$ cat config.mk
export PLATFORM = sky130hd
export DESIGN_NAME = sort_mem_host
export DESIGN_NICKNAME = d
export VERILOG_FILES = /design/src/rtl/sort_pkg.sv /design/src/rtl/sort_mem_bank.sv /design/src/rtl/sort_mem_host.sv
export SDC_FILE = /design/constraint.sdc
export NUM_CORES = 1
export LEC_CHECK = 0
export CAP_MARGIN = 20
export CORE_MARGIN = 2
export CORE_UTILIZATION = 33
export DETAILED_ROUTE_END_ITERATION = 10
export GPL_TIMING_DRIVEN = 1
export PLACE_DENSITY = 0.53
export SLEW_MARGIN = 15
export SYNTH_ARGS = -nofsm -noshare
export SYNTH_HDL_FRONTEND = slang
export SYNTH_SLANG_ARGS = --single-unit
$ cat constraint.sdc
create_clock -name clk -period 2.2 [get_ports clk]
set_input_delay 0.44 -clock clk [delete_from_list [all_inputs] [get_ports clk]]
set_output_delay 0.44 -clock clk [all_outputs]
set_load 0.03 [all_outputs]
$ cat src/rtl/sort_pkg.sv
// Shared sizes and FSM state encoding for the sort memory host.
package sort_pkg;
    localparam int DEPTH  = 16;
    localparam int DATA_W = 8;
    localparam int ADDR_W = 4;

    typedef enum logic [1:0] {
        LOAD = 2'd0,
        RUN  = 2'd1,
        DUMP = 2'd2
    } state_t;
endpackage

$ cat src/rtl/sort_mem_bank.sv
// 16x8 register bank: one synchronous write port, one combinational read port,
// asynchronous clear on reset and a synchronous whole-bank clear.
module sort_mem_bank
    import sort_pkg::*;
(
    input  logic              clk,
    input  logic              rst_n,
    input  logic              clr,
    input  logic              we,
    input  logic [ADDR_W-1:0] waddr,
    input  logic [DATA_W-1:0] wdata,
    input  logic [ADDR_W-1:0] raddr,
    output logic [DATA_W-1:0] rdata
);
    logic [DATA_W-1:0] mem_r [DEPTH];

    // Storage update: clear has priority over the write port.
    always_ff @(posedge clk or negedge rst_n) begin
        if (!rst_n) begin
            for (int i = 0; i < DEPTH; i++) begin
                mem_r[i] <= {DATA_W{1'b0}};
            end
        end else if (clr) begin
            for (int i = 0; i < DEPTH; i++) begin
                mem_r[i] <= {DATA_W{1'b0}};
            end
        end else if (we) begin
            mem_r[waddr] <= wdata;
        end
    end

    assign rdata = mem_r[raddr];
endmodule

$ cat src/rtl/sort_mem_host.sv
// Host wrapper for an external sorter: loads 16 source bytes, serves them on
// IROM_*, collects results on IRAM_*, then streams the result array back out.
module sort_mem_host
    import sort_pkg::*;
(
    input  logic              clk,
    input  logic              reset,
    input  logic              in_valid,
    input  logic [DATA_W-1:0] in_data,
    output logic              in_ready,
    output logic              sort_en,
    input  logic              IROM_rd,
    input  logic [ADDR_W-1:0] IROM_A,
    output logic [DATA_W-1:0] IROM_Q,
    input  logic              IRAM_valid,
    input  logic [ADDR_W-1:0] IRAM_A,
    input  logic [DATA_W-1:0] IRAM_D,
    input  logic              done,
    output logic              out_valid,
    output logic [DATA_W-1:0] out_data,
    input  logic              out_ready
);
    state_t            state_r;
    logic [ADDR_W-1:0] ld_cnt_r;
    logic [ADDR_W-1:0] rd_cnt_r;
    logic [4:0]        wr_cnt_r;
    logic              done_d_r;
    logic              in_ready_r;
    logic              sort_en_r;
    logic              out_valid_r;
    logic [DATA_W-1:0] out_data_r;
    logic [DATA_W-1:0] irom_q_r;

    logic              accept_s;
    logic              beat_s;
    logic              done_rise_s;
    logic              dst_we_s;
    logic              dst_clr_s;
    logic [ADDR_W-1:0] dst_raddr_s;
    logic [DATA_W-1:0] src_rdata_s;
    logic [DATA_W-1:0] dst_rdata_s;

    assign accept_s    = in_valid & in_ready_r;
    assign beat_s      = out_valid_r & out_ready;
    assign done_rise_s = done & ~done_d_r;
    assign dst_we_s    = (state_r == RUN) & IRAM_valid;
    assign dst_clr_s   = accept_s & (ld_cnt_r == 4'd15);

    // DST read address: word 0 while entering DUMP, next word while streaming.
    always_comb begin
        dst_raddr_s = 4'd0;
        if (state_r == DUMP) begin
            dst_raddr_s = rd_cnt_r + 4'd1;
        end else begin
            dst_raddr_s = 4'd0;
        end
    end

    sort_mem_bank u_src (
        .clk   (clk),
        .rst_n (reset),
        .clr   (1'b0),
        .we    (accept_s),
        .waddr (ld_cnt_r),
        .wdata (in_data),
        .raddr (IROM_A),
        .rdata (src_rdata_s)
    );

    sort_mem_bank u_dst (
        .clk   (clk),
        .rst_n (reset),
        .clr   (dst_clr_s),
        .we    (dst_we_s),
        .waddr (IRAM_A),
        .wdata (IRAM_D),
        .raddr (dst_raddr_s),
        .rdata (dst_rdata_s)
    );

    // Control FSM with registered handshake, enable and data outputs.
    always_ff @(posedge clk or negedge reset) begin
        if (!reset) begin
            state_r     <= LOAD;
            ld_cnt_r    <= 4'd0;
            rd_cnt_r    <= 4'd0;
            wr_cnt_r    <= 5'd0;
            done_d_r    <= 1'b0;
            in_ready_r  <= 1'b0;
            sort_en_r   <= 1'b0;
            out_valid_r <= 1'b0;
            out_data_r  <= 8'h00;
            irom_q_r    <= 8'h00;
        end else begin
            done_d_r <= done;
            case (state_r)
                LOAD: begin
                    if (dst_clr_s) begin
                        state_r    <= RUN;
                        in_ready_r <= 1'b0;
                        sort_en_r  <= 1'b1;
                        wr_cnt_r   <= 5'd0;
                    end else begin
                        in_ready_r <= 1'b1;
                    end
                    if (accept_s) begin
                        ld_cnt_r <= ld_cnt_r + 4'd1;
                    end
                end
                RUN: begin
                    if (IROM_rd) begin
                        irom_q_r <= src_rdata_s;
                    end
                    if (dst_we_s && (wr_cnt_r != 5'd31)) begin
                        wr_cnt_r <= wr_cnt_r + 5'd1;
                    end
                    // A write landing with done's edge must reach the first beat.
                    if (done_rise_s) begin
                        state_r     <= DUMP;
                        sort_en_r   <= 1'b0;
                        out_valid_r <= 1'b1;
                        out_data_r  <= (IRAM_valid && (IRAM_A == 4'd0)) ? IRAM_D : dst_rdata_s;
                    end
                end
                DUMP: begin
                    if (beat_s) begin
                        rd_cnt_r <= rd_cnt_r + 4'd1;
                        if (rd_cnt_r == 4'd15) begin
                            state_r     <= LOAD;
                            out_valid_r <= 1'b0;
                            in_ready_r  <= 1'b1;
                            out_data_r  <= 8'h00;
                        end else begin
                            out_data_r <= dst_rdata_s;
                        end
                    end
                end
                default: begin
                    state_r     <= LOAD;
                    in_ready_r  <= 1'b0;
                    sort_en_r   <= 1'b0;
                    out_valid_r <= 1'b0;
                end
            endcase
        end
    end

    assign in_ready  = in_ready_r;
    assign sort_en   = sort_en_r;
    assign out_valid = out_valid_r;
    assign out_data  = out_data_r;
    assign IROM_Q    = irom_q_r;
endmodule

---- After elaboration in Yosys (flattened, before gate mapping) ----
Cells that the tools add are included.
Widths: inputs -> output; s select.
storage, ports and cells
  input bits .............................. 31
  output and inout bits ................... 19
  register bits after elaboration ......... 286
  logic and storage cells ................. 121
operators by class
  muxes and demuxes ....................... 36
  reduce and logical (&&, ||, !) cells .... 15
  $lt $le $gt $ge ......................... 6
  $add $sub $neg .......................... 2
  bitwise operators ....................... 13
  equal/unequal tests ..................... 8
operators with widths
  cell                 number
  $bwmux 128           2
  $mux 128             2
  $mux 8               10
  $bmux 8 s4           2
  $demux 8 s4          2
  $ge 5x5->1 const B   4
  $not 4->5            4
  $pmux 8 s2           1
  $lt 5x1->1 const B   2
  $pmux 1 s3           3
  $reduce_and 3->1     3
  $add 4x1->4 const B  2
  $eq 4x4->1 const B   2
  $mux 1               8
  $mux 2               4
  $reduce_and 4->1     2
  $ne 2x2->1 const B   3
  $pmux 2 s3           1
  $reduce_and 2->1     3
  $and 1x1->1          5
  $logic_not 4->1      1
  $mux 4               1
  $not 1->1            4
  $reduce_bool 2->1    2
  other kinds (5)      7

---- Depth between registers and ports, before layout ----
Gate-level depths: netlist of run 1.
  word-level depth ........................ 9
  depth in mapped cells ................... 8
  depth with buffers taken out ............ 6

---- By module ----
Synthesis of run 1 repeated with hierarchy kept, for this count alone.
unflattened totals
  cell total of the unflattened synthesis .. 1509
  area, all modules ....................... 14818.0 sq um
by module, submodules not included
  module         instances  area an instance (sq um)  cells each  seq. area each (sq um)
  sort_mem_bank  2          6632.6                    682         3203.1
  sort_mem_host  1          1552.7                    145         750.7

---- Worst setup path before layout of run 1 ----
OpenSTA, ideal clock, no wires.
  path kind ............................... input -> register
  start point ............................. in IROM_A[0]
  end point ............................... reg irom_q_r[0], in the netlist IROM_Q[0]
  path slack .............................. 148 ps
  library setup time ...................... 125 ps
  stages on the path ...................... 5
  arrival ................................. 1928 ps
  data required time ...................... 2075 ps
  cell sequence ........................... buf_6 > buf_6 > mux4_1 > mux4_2 > mux2_2
on the way
  cells in the longest elaborated chain, start to end .. 4
RTL lines
  element                                     RTL line              source
  from (decl)                                 sort_mem_host.sv:13   input logic [ADDR_W-1:0] IROM_A,
  $not 4->5 (implied by the code)             sort_mem_bank.sv:32   assign rdata = mem_r[raddr];
  $bmux 8 s4                                  sort_mem_bank.sv:32
  $mux 8 (implied by the code) (2 in series)  sort_mem_bank.sv:32
  to (signal assigned)                        sort_mem_host.sv:112  irom_q_r <= src_rdata_s;
  to (decl)                                   sort_mem_host.sv:32   logic [DATA_W-1:0] irom_q_r;
Every way passes these cells. The select of a mux whose other input is x is not followed.
A chain may end at the register's enable or synchronous reset.

---- Worst setup path in the final report of run 1 ----
  start point ............................. reg state_r[1]
  end point ............................... reg u_dst.mem_r[40] (netlist name)
on the way
  cells in the longest elaborated chain, start to end .. 3
RTL lines
  element                             RTL line              source
  from (decl)                         sort_mem_host.sv:23   state_t state_r;
  from (signal assigned)              sort_mem_host.sv:84   state_r <= LOAD;
  from (signal assigned)              sort_mem_host.sv:99   state_r <= RUN;
  from (signal assigned)              sort_mem_host.sv:119  state_r <= DUMP;
  $eq 2x1->1                          n/a
  $and 1x1->1                         sort_mem_host.sv:46   assign dst_we_s = (state_r == RUN) & IRAM_valid;
  $reduce_bool 2->1 (no source line)  n/a
  to (signal, indexed assignment)     sort_mem_bank.sv:21   mem_r[i] <= {DATA_W{1'b0}};
  to (signal, indexed assignment)     sort_mem_bank.sv:25   mem_r[i] <= {DATA_W{1'b0}};
  to (signal, indexed assignment)     sort_mem_bank.sv:28   mem_r[waddr] <= wdata;
  to (decl)                           sort_mem_bank.sv:15   logic [DATA_W-1:0] mem_r [DEPTH];
Every way passes these cells.

==> impl_metrics.xml, run 1 <==
<?xml version="1.0" encoding="UTF-8"?>
<metrics>
  <group name="status">
    <metric name="status" unit="">completed</metric>
  </group>
  <group name="clocking">
    <metric name="cts_max_level" unit="">2</metric>
    <metric name="clockBufferDepth" unit="">3</metric>
    <metric name="numClockSinks" unit="">286</metric>
    <metric name="clk_pin_slew" unit="ns">0.06</metric>
    <metric name="worst_skew_pair.late_latency" unit="ns">0.52</metric>
    <metric name="tritoncts.num_buffers" unit="">35</metric>
    <metric name="cts.root.buffer_cell" unit="">sky130_fd_sc_hd__clkbuf_16</metric>
    <metric name="cts_tree" unit="">done</metric>
  </group>
  <group name="layout">
    <metric name="layout.nets" unit="">1188</metric>
    <metric name="n_antenna_cell" unit="">0</metric>
    <metric name="fraction_of_final_layout_cells_with_drive_strength_greater_than_1" unit="%">28.9</metric>
    <metric name="finalNonFillerCells" unit="">1697</metric>
    <metric name="fin_area" unit="um^2">16400</metric>
    <metric name="syn_to_final_growth" unit="%">22.8</metric>
  </group>
  <group name="floorplan">
    <metric name="initial_core_util" unit="%">33.5</metric>
    <metric name="core_area" unit="um^2">39800</metric>
    <metric name="ios" unit="">50</metric>
    <metric name="standard_cell_row_count" unit="">73</metric>
    <metric name="die_y" unit="um">205</metric>
    <metric name="fp.dieArea" unit="um^2">42100</metric>
    <metric name="die_width" unit="um">205</metric>
  </group>
  <group name="place">
    <metric name="placement.cell_area" unit="um^2">15300</metric>
    <metric name="routabilityCongestion" unit="">0.833</metric>
    <metric name="dpl.cell_count" unit="">1639</metric>
    <metric name="post-dp-hpwl" unit="mm">25.0</metric>
    <metric name="numPortBuffers" unit="">49</metric>
  </group>
  <group name="setup_path">
    <metric name="crit_path_start" unit="">state_r[1]</metric>
    <metric name="slowest_stage" unit="">sky130_fd_sc_hd__nor2_1</metric>
    <metric name="setup.worst_path.end" unit="">u_dst.mem_r[40]</metric>
    <metric name="critical-path-top-delay-family" unit="">simple AND/OR/NAND/NOR gates</metric>
    <metric name="r2r_start" unit="">state_r[1]</metric>
    <metric name="path_class" unit="">flop to flop</metric>
    <metric name="r2r_cells" unit="">6</metric>
    <metric name="rr_endpoint" unit="">u_dst.mem_r[40]</metric>
    <metric name="timing.critical_path.required" unit="ns">2.65</metric>
    <metric name="start_kind" unit="">flop</metric>
    <metric name="cp_slowest_stage_delay" unit="ns">0.52</metric>
    <metric name="crit_arrival" unit="ns">2.59</metric>
    <metric name="cell_by_cell_trace_of_the_critical_path" unit="">buf_4 &gt; and3b_1 &gt; nand2_1 &gt; or2_2 &gt; nor2_1 &gt; a22o_1</metric>
    <metric name="timing.critical_path.buf_inv" unit="">1</metric>
    <metric name="timing.critical_path.fanout_max" unit="">8</metric>
    <metric name="ff2ff_setup_slack" unit="ns">0.07</metric>
    <metric name="worst_setup_path_end_kind" unit="">flop</metric>
    <metric name="total_stage_count_of_the_critical_path" unit="">6</metric>
  </group>
  <group name="sta">
    <metric name="max_clock_freq" unit="GHz">0.469</metric>
    <metric name="report.final.setup_viol" unit="">0</metric>
    <metric name="fin_worst_skew" unit="ns">0.0171</metric>
    <metric name="timing.max_slew.rel_slack" unit="%">44.5</metric>
    <metric name="timing.final.hold_violations" unit="">0</metric>
    <metric name="setup-tns-final" unit="ns">0</metric>
    <metric name="slew_viol_final" unit="">0</metric>
    <metric name="worst_hold_slack" unit="ns">0.401</metric>
    <metric name="final_worst_path_cycle_share" unit="%">97.0</metric>
    <metric name="rsz_0062_raised_after_global_routing" unit="">yes</metric>
    <metric name="finalCriticalPeriod" unit="ns">2.13</metric>
    <metric name="worstMarginPinSlew" unit="ns">0.827</metric>
  </group>
  <group name="logic_synthesis">
    <metric name="synth_area" unit="um^2">13400</metric>
    <metric name="post_synth_inst_count" unit="">1021</metric>
    <metric name="ys_seq_elements" unit="">286</metric>
    <metric name="ys_seq_area_share" unit="%">53.6</metric>
    <metric name="synthesis.nets" unit="">1057</metric>
    <metric name="yosysWarningCount" unit="">0</metric>
    <metric name="postSynth.asyncResetShare" unit="%">100</metric>
    <metric name="synth_ff_type" unit="">sky130_fd_sc_hd__dfrtp_1</metric>
    <metric name="syn_area_per_cell" unit="um^2">13.1</metric>
    <metric name="yosysUniqueCellTypes" unit="">56</metric>
    <metric name="post_synth_edffs" unit="">0</metric>
  </group>
  <group name="power_and_ir_drop">
    <metric name="peak_supply_drop" unit="mV">0.692</metric>
    <metric name="power_leakage" unit="nW">7.39</metric>
    <metric name="p_seq_share" unit="%">38.1</metric>
    <metric name="internal-power" unit="mW">13.2</metric>
    <metric name="power_switching" unit="mW">5.96</metric>
    <metric name="total_power" unit="mW">19.2</metric>
    <metric name="combinational_group_share_of_total_power" unit="%">33.0</metric>
    <metric name="power.clock.fraction" unit="%">28.9</metric>
    <metric name="switching_share" unit="%">31.1</metric>
    <metric name="power.density" unit="nW/um^2">1170</metric>
  </group>
  <group name="global_route">
    <metric name="global_route_wire_length_before_repair" unit="mm">58.7</metric>
    <metric name="maximum_number_of_pins_on_one_net_before_global_route_repair" unit="">74</metric>
    <metric name="grt_pass1_vias" unit="">9430</metric>
    <metric name="globalRouteOverflowTotal" unit="">0</metric>
    <metric name="grt_antenna_before_repair" unit="">0</metric>
    <metric name="grt_util_all_layers" unit="%">18.4</metric>
  </group>
  <group name="route">
    <metric name="num_vias" unit="">9262</metric>
    <metric name="initial_drc_count" unit="">522</metric>
    <metric name="dr.pass1.iters" unit="">5</metric>
    <metric name="route.antenna.remaining_nets" unit="">0</metric>
    <metric name="wl" unit="mm">37.7</metric>
    <metric name="routed_wire_length_per_instance" unit="um">22.2</metric>
    <metric name="detail_route.drc_violations" unit="">0</metric>
    <metric name="vias_per_cell" unit="">5.46</metric>
  </group>
  <group name="worst_hold_path">
    <metric name="min_path_type" unit="">input pin to asynchronous set/reset pin</metric>
  </group>
  <group name="job">
    <metric name="cap_viol_max_count" unit="">0</metric>
  </group>
</metrics>
[cells by family after synthesis]
kind of cell | Yosys count | synth area share [%]
AOI/OAI and AO/OA | 272 | 15.8
xor gates and xnor gates | 7 | 0.459
adders and majority gates | 5 | 0.468
buffers and inverters | 80 | 2.70
DFF | 286 | 53.6
muxes | 207 | 21.4
and+or+nand+nor | 164 | 5.60
[cell type report]
class	count	area (um^2)
Timing Repair Buffer	168	1600
Clock inverter	6	58.8
Fill cell	3778	23400
Inverter	6	22.5
Tap cell	525	657
Multi-Input combinational cell	655	5870
Clock buffer	51	1040
Sequential cell	286	7160
[power groups by stage]
stage               sequential, mW  clock [mW]  combinational [mW]
detailed placement            7.37           0                6.33
global placement              7.33           0                6.26
floorplan                     7.37           0                4.01
CTS                           7.29        5.72                6.35
global route                  7.45        5.99                6.83
finish                        7.30        5.55                6.32
[cell usage in the layout, fill, tap and decap left out, types with 4 or more instances in the layout]
master	count
sky130_fd_sc_hd__nor2_1	55
sky130_fd_sc_hd__buf_4	100
sky130_fd_sc_hd__a31oi_1	22
sky130_fd_sc_hd__nand2_1	48
sky130_fd_sc_hd__a211o_1	7
sky130_fd_sc_hd__clkinv_2	4
sky130_fd_sc_hd__o221ai_1	12
sky130_fd_sc_hd__clkbuf_1	8
sky130_fd_sc_hd__ha_1	5
sky130_fd_sc_hd__mux4_1	29
sky130_fd_sc_hd__inv_1	5
sky130_fd_sc_hd__mux2i_1	25
sky130_fd_sc_hd__o22ai_1	11
sky130_fd_sc_hd__xnor2_1	6
sky130_fd_sc_hd__clkbuf_16	37
sky130_fd_sc_hd__a31o_2	5
sky130_fd_sc_hd__and2_1	6
sky130_fd_sc_hd__nand2b_1	11
sky130_fd_sc_hd__o21a_1	4
sky130_fd_sc_hd__o21ai_0	17
sky130_fd_sc_hd__a22o_1	128
sky130_fd_sc_hd__dfrtp_1	285
sky130_fd_sc_hd__nand3_1	13
sky130_fd_sc_hd__nor2_2	7
sky130_fd_sc_hd__mux2_2	140
sky130_fd_sc_hd__o211a_1	5
sky130_fd_sc_hd__clkbuf_8	6
sky130_fd_sc_hd__o2bb2ai_1	13
sky130_fd_sc_hd__mux4_2	11
sky130_fd_sc_hd__clkdlybuf4s50_1	46
sky130_fd_sc_hd__buf_12	17
sky130_fd_sc_hd__a21oi_1	31
[stage by stage]
stage / setup WS [ns] / util (%)
6_report: 0.0667 / 41.2
5_1_grt: -0.0738 / 41.2
4_1_cts: 0.0486 / 41.1
3_5_place_dp: -0.312 / 38.3
3_3_place_gp: -0.318 / 38.3
2_1_floorplan: 0.148 / -
[worst min-delay path by stage]
stage	start	to	slack [ns]	cells past startpoint
6_report	reset	rd_cnt_r[3]	0.40	2
5_1_grt	reset	rd_cnt_r[1]	0.42	2
4_1_cts	reset	rd_cnt_r[1]	0.39	2
3_5_place_dp	reset	rd_cnt_r[0]	0.33	1
3_3_place_gp	reset	rd_cnt_r[1]	0.33	1
2_1_floorplan	reset	IROM_Q[0]	0.14	0
[cell usage after synthesis (all sizes together) (4+ instances only)]
cell     instances  area [um^2]
dfrtp          286         7160
mux2           142         1600
a22o           128         1120
nor2            62          233
nand2           48          180
clkbuf          41          154
mux4            40         1010
buf             33          184
a21oi           31          155
mux2i           25          250
a31oi           22          138
o21ai           18         90.1
nand3           13         65.1
o2bb2ai         13          114
o221ai          12          105
nand2b          11         68.8
o22ai           11         68.8
a211o            7         61.3
and2             7         43.8
xnor2            6         52.6
a31o             5         43.8
ha               5         62.6
inv              5         18.8
o211a            5         50.1
o21a             4         30.0
[sequential cells by signal, indices dropped and copies added (netlist names)]
signal / flops
in_ready: 1
ld_cnt_r: 4
state_r: 2
IROM_Q: 8
rd_cnt_r: 4
u_dst.mem_r: 128
sort_en: 1
u_src.mem_r: 128
out_data: 8
out_valid: 1
done_d_r: 1
[per-layer routing]
metal / vias up / wire, um / global-route usage [%]
met3: 67 / 1810 / 3.12
met4: 0 / 1190 / 6.42
met2: 215 / 17400 / 28.6
met1: 4799 / 17400 / 25.9
li1: 4181 / - / -
met5: - / 0 / 0
[timing repair]
action	4_1_cts	5_1_grt
hold buffers	1	0
buffers inserted	0	0
hold endpoints to repair	26	0
gates resized for setup	3	8
endpoints found under the setup margin	3	66
(Power assumes the default switching activity.)
==> run 2: changes to the inputs <==
ABC_AREA = 1   (was unset)
==> run 2 against run 1 <==
Critical path depth fell by 5. Largest cell class unchanged. Total power decreased by 38%. Non-clock buffer count is 44 lower.
==> impl_metrics.xml, run 2 <==
<?xml version="1.0" encoding="UTF-8"?>
<metrics>
  <group name="setup_path">
    <metric name="worst_setup_path_end_kind" unit="">output pin</metric>
    <metric name="r2r_start" unit="">rd_cnt_r[0]</metric>
    <metric name="critical-path-top-delay-family" unit="">buffers and inverters</metric>
    <metric name="ff2ff_setup_slack" unit="ns">0.17</metric>
    <metric name="timing.critical_path.buf_inv" unit="">1</metric>
    <metric name="timing.critical_path.fanout_max" unit="">4</metric>
    <metric name="rr_endpoint" unit="">out_data[3]</metric>
    <metric name="slowest_stage" unit="">sky130_fd_sc_hd__clkdlybuf4s50_1</metric>
    <metric name="crit_arrival" unit="ns">1.70</metric>
    <metric name="cp_slowest_stage_delay" unit="ns">0.73</metric>
    <metric name="r2r_cells" unit="">9</metric>
    <metric name="path_class" unit="">flop to output pin</metric>
    <metric name="cell_by_cell_trace_of_the_critical_path" unit="">clkdlybuf4s50_1</metric>
    <metric name="crit_path_start" unit="">in_ready</metric>
    <metric name="start_kind" unit="">flop</metric>
    <metric name="timing.critical_path.required" unit="ns">1.76</metric>
    <metric name="total_stage_count_of_the_critical_path" unit="">1</metric>
  </group>
  <group name="clocking">
    <metric name="cts_max_level" unit="">2</metric>
    <metric name="cts_tree" unit="">done</metric>
    <metric name="clk_pin_slew" unit="ns">0.06</metric>
    <metric name="cts.root.buffer_cell" unit="">sky130_fd_sc_hd__clkbuf_16</metric>
    <metric name="clockBufferDepth" unit="">3</metric>
    <metric name="tritoncts.num_buffers" unit="">35</metric>
    <metric name="worst_skew_pair.late_latency" unit="ns">0.54</metric>
    <metric name="numClockSinks" unit="">286</metric>
    <metric name="postCtsSetupRepairBufs" unit="">0</metric>
  </group>
  <group name="power_and_ir_drop">
    <metric name="power_leakage" unit="nW">7.87</metric>
    <metric name="power.density" unit="nW/um^2">731</metric>
    <metric name="total_power" unit="mW">11.8</metric>
    <metric name="peak_supply_drop" unit="mV">0.549</metric>
  </group>
  <group name="global_route">
    <metric name="grt_pass1_vias" unit="">11300</metric>
    <metric name="grt_antenna_before_repair" unit="">0</metric>
    <metric name="maximum_number_of_pins_on_one_net_before_global_route_repair" unit="">86</metric>
    <metric name="grt_util_all_layers" unit="%">19.7</metric>
    <metric name="global_route_wire_length_before_repair" unit="mm">65.1</metric>
    <metric name="globalRouteOverflowTotal" unit="">0</metric>
  </group>
  <group name="route">
    <metric name="wl" unit="mm">41.5</metric>
    <metric name="route.antenna.remaining_nets" unit="">0</metric>
    <metric name="routed_wire_length_per_instance" unit="um">18.5</metric>
    <metric name="initial_drc_count" unit="">951</metric>
    <metric name="num_vias" unit="">11700</metric>
    <metric name="vias_per_cell" unit="">5.21</metric>
    <metric name="dr.pass1.iters" unit="">6</metric>
    <metric name="detail_route.drc_violations" unit="">0</metric>
  </group>
  <group name="layout">
    <metric name="mostFrequentLayoutCell" unit="">sky130_fd_sc_hd__nand2_1</metric>
    <metric name="largest_registers" unit="">u_dst.mem_r: 128 flops, u_src.mem_r: 128 flops</metric>
    <metric name="fraction_of_final_layout_cells_with_drive_strength_greater_than_1" unit="%">10.1</metric>
    <metric name="layout.nets" unit="">1716</metric>
    <metric name="most-common-layout-cells" unit="">375 x sky130_fd_sc_hd__nand2_1, 285 x sky130_fd_sc_hd__dfrtp_1, 191 x sky130_fd_sc_hd__o21ai_0, 161 x sky130_fd_sc_hd__inv_1, 123 x sky130_fd_sc_hd__nand3_1</metric>
    <metric name="syn_to_final_growth" unit="%">19.7</metric>
    <metric name="num-fill-cells" unit="">4115</metric>
    <metric name="n_antenna_cell" unit="">0</metric>
  </group>
  <group name="logic_synthesis">
    <metric name="post-synth-top-area-fraction" unit="%">53.0</metric>
    <metric name="ys_seq_elements" unit="">286</metric>
    <metric name="synth.area.top_cells" unit="">sky130_fd_sc_hd__dfrtp_1 53%, sky130_fd_sc_hd__nand2_1 10%, sky130_fd_sc_hd__o21ai_0 7.1%</metric>
    <metric name="synth_ff_type" unit="">sky130_fd_sc_hd__dfrtp_1</metric>
    <metric name="yosysWarningCount" unit="">0</metric>
    <metric name="synthesis.nets" unit="">1643</metric>
    <metric name="yosysUniqueCellTypes" unit="">30</metric>
    <metric name="post_synth_edffs" unit="">0</metric>
    <metric name="synth_area" unit="um^2">13500</metric>
    <metric name="post_synth_inst_count" unit="">1607</metric>
    <metric name="ys_top_cells_by_count" unit="">375 x sky130_fd_sc_hd__nand2_1, 286 x sky130_fd_sc_hd__dfrtp_1, 192 x sky130_fd_sc_hd__o21ai_0, 161 x sky130_fd_sc_hd__inv_1, 123 x sky130_fd_sc_hd__nand3_1</metric>
    <metric name="syn_area_per_cell" unit="um^2">8.41</metric>
    <metric name="postSynth.asyncResetShare" unit="%">100</metric>
    <metric name="yosysMostFrequentCell" unit="">sky130_fd_sc_hd__nand2_1</metric>
    <metric name="ys_seq_area_share" unit="%">53.0</metric>
    <metric name="synth.largest_area_cell" unit="">sky130_fd_sc_hd__dfrtp_1</metric>
  </group>
  <group name="status">
    <metric name="status" unit="">completed</metric>
  </group>
  <group name="sta">
    <metric name="rsz_0062_raised_after_global_routing" unit="">no</metric>
    <metric name="timing.max_slew.rel_slack" unit="%">56.3</metric>
    <metric name="finalCriticalPeriod" unit="ns">2.14</metric>
    <metric name="max_clock_freq" unit="GHz">0.466</metric>
    <metric name="report.final.setup_viol" unit="">0</metric>
    <metric name="setup-tns-final" unit="ns">0</metric>
    <metric name="slew_viol_final" unit="">0</metric>
    <metric name="worst_hold_slack" unit="ns">0.331</metric>
    <metric name="worstMarginPinSlew" unit="ns">0.656</metric>
    <metric name="timing.final.hold_violations" unit="">0</metric>
    <metric name="fin_worst_skew" unit="ns">0.0292</metric>
    <metric name="final_worst_path_cycle_share" unit="%">97.5</metric>
  </group>
  <group name="floorplan">
    <metric name="die_width" unit="um">206</metric>
    <metric name="ios" unit="">50</metric>
    <metric name="fp.dieArea" unit="um^2">42600</metric>
    <metric name="standard_cell_row_count" unit="">74</metric>
    <metric name="die_y" unit="um">206</metric>
    <metric name="core_area" unit="um^2">40600</metric>
    <metric name="initial_core_util" unit="%">33.2</metric>
  </group>
  <group name="place">
    <metric name="numPortBuffers" unit="">49</metric>
    <metric name="post-dp-hpwl" unit="mm">27.3</metric>
    <metric name="routabilityCongestion" unit="">0.899</metric>
  </group>
  <group name="job">
    <metric name="cap_viol_max_count" unit="">0</metric>
  </group>
  <group name="worst_hold_path">
    <metric name="min_path_type" unit="">input pin to asynchronous set/reset pin</metric>
  </group>
</metrics>
run 2: cell types whose count changed after synthesis, moves of 22 or more:
cell,before,now
sky130_fd_sc_hd__a22o_1,128,0
sky130_fd_sc_hd__a31oi_1,22,0
sky130_fd_sc_hd__inv_1,5,161
sky130_fd_sc_hd__mux2_2,140,1
sky130_fd_sc_hd__mux2i_1,25,0
sky130_fd_sc_hd__mux4_1,29,0
sky130_fd_sc_hd__nand2_1,48,375
sky130_fd_sc_hd__nand3_1,13,123
sky130_fd_sc_hd__nor2_1,62,101
sky130_fd_sc_hd__o21ai_0,17,192
sky130_fd_sc_hd__o21bai_1,1,32
sky130_fd_sc_hd__o22ai_1,11,115
run 2: worst reg2reg max path, stage by stage (launching register included):
cell	delay [ns]
sky130_fd_sc_hd__dfrtp_1	0.43
sky130_fd_sc_hd__ha_1	0.38
sky130_fd_sc_hd__nand2_1	0.17
sky130_fd_sc_hd__inv_1	0.37
sky130_fd_sc_hd__nand3_1	0.13
sky130_fd_sc_hd__nand3_1	0.15
sky130_fd_sc_hd__nand3_1	0.13
sky130_fd_sc_hd__nand3_1	0.11
sky130_fd_sc_hd__nand2_1	0.06
sky130_fd_sc_hd__nand2_1	0.05
run 2: cell families (layout without fill, tap and decap cells):
group / count (synthesis) / count (layout) / synth area share, %
flip-flops: 286 / 286 / 53.0
AND/OR/NAND/NOR: 634 / 635 / 20.2
AO/OA/AOI/OAI: 420 / 420 / 18.2
adder cells (fa/ha/maj): 5 / 5 / 0.463
XOR/XNOR: 5 / 5 / 0.324
buffers and inverters: 256 / 354 / 7.76
multiplexers: 1 / 1 / 0.0833
run 2: worst max-delay path by stage:
stage                            endpoint  slack (ns)
final                            in_ready        0.06
after global routing             in_ready      0.0005
after CTS                        in_ready        0.04
after detailed placement  u_dst.mem_r[29]       0.004
after global placement    u_dst.mem_r[31]        0.05
after floorplan               out_data[5]        0.51
run 2: routing by layer:
metal | vias to the layer above | routed length, um | global-route usage [%]
met5 | - | 0 | 0
met4 | 0 | 1410 | 6.89
met3 | 90 | 2390 | 3.20
met2 | 384 | 19400 | 32.1
met1 | 5643 | 18300 | 26.6
li1 | 5547 | - | -
run 2: what timing repair did:
item	in CTS	in global routing
hold buffers	1	0
resized for setup	0	4
endpoints found under the hold margin	21	0
setup endpoints to repair	0	3
run 2: final cells by class:
cell class | instances | area [um^2] | area share [%]
clock buffer | 52 | 1040 | 6.44
clock inverter | 11 | 129 | 0.797
inverter | 167 | 634 | 3.92
multi-input combinational | 1066 | 5320 | 32.9
sequential | 286 | 7160 | 44.2
tap | 532 | 666 | 4.11
timing repair buffer | 124 | 1230 | 7.61
run 2: per-stage QoR:
| step | instance area, um^2 | std cells | setup slack (ns) | utilization, % |
|---|---|---|---|---|
| final | 16200 | 2238 | 0.0551 | 39.8 |
| after global routing | 16200 | 2238 | 0.000485 | 39.8 |
| after CTS | 16200 | 2237 | 0.0359 | 39.8 |
| after detailed placement | 15000 | 2173 | 0.00362 | 36.9 |
| after global placement | 15000 | 2173 | 0.0479 | 36.9 |
| after floorplan | 13500 | 1607 | 0.515 | - |
run 2: power by group:
part           total, mW  switching (mW)  internal, mW  leakage [nW]
registers           5.31          0.0109          5.30          3.39
logic              0.663           0.450         0.213          3.91
clock network       5.85            2.32          3.53         0.570
==> run 3: changes to the inputs <==
CAP_MARGIN = unset   (was 20)
SLEW_MARGIN = 25   (was 15)
==> results of run 3 <==
The final DEF is identical to that of run 2; final timing and power are the same.
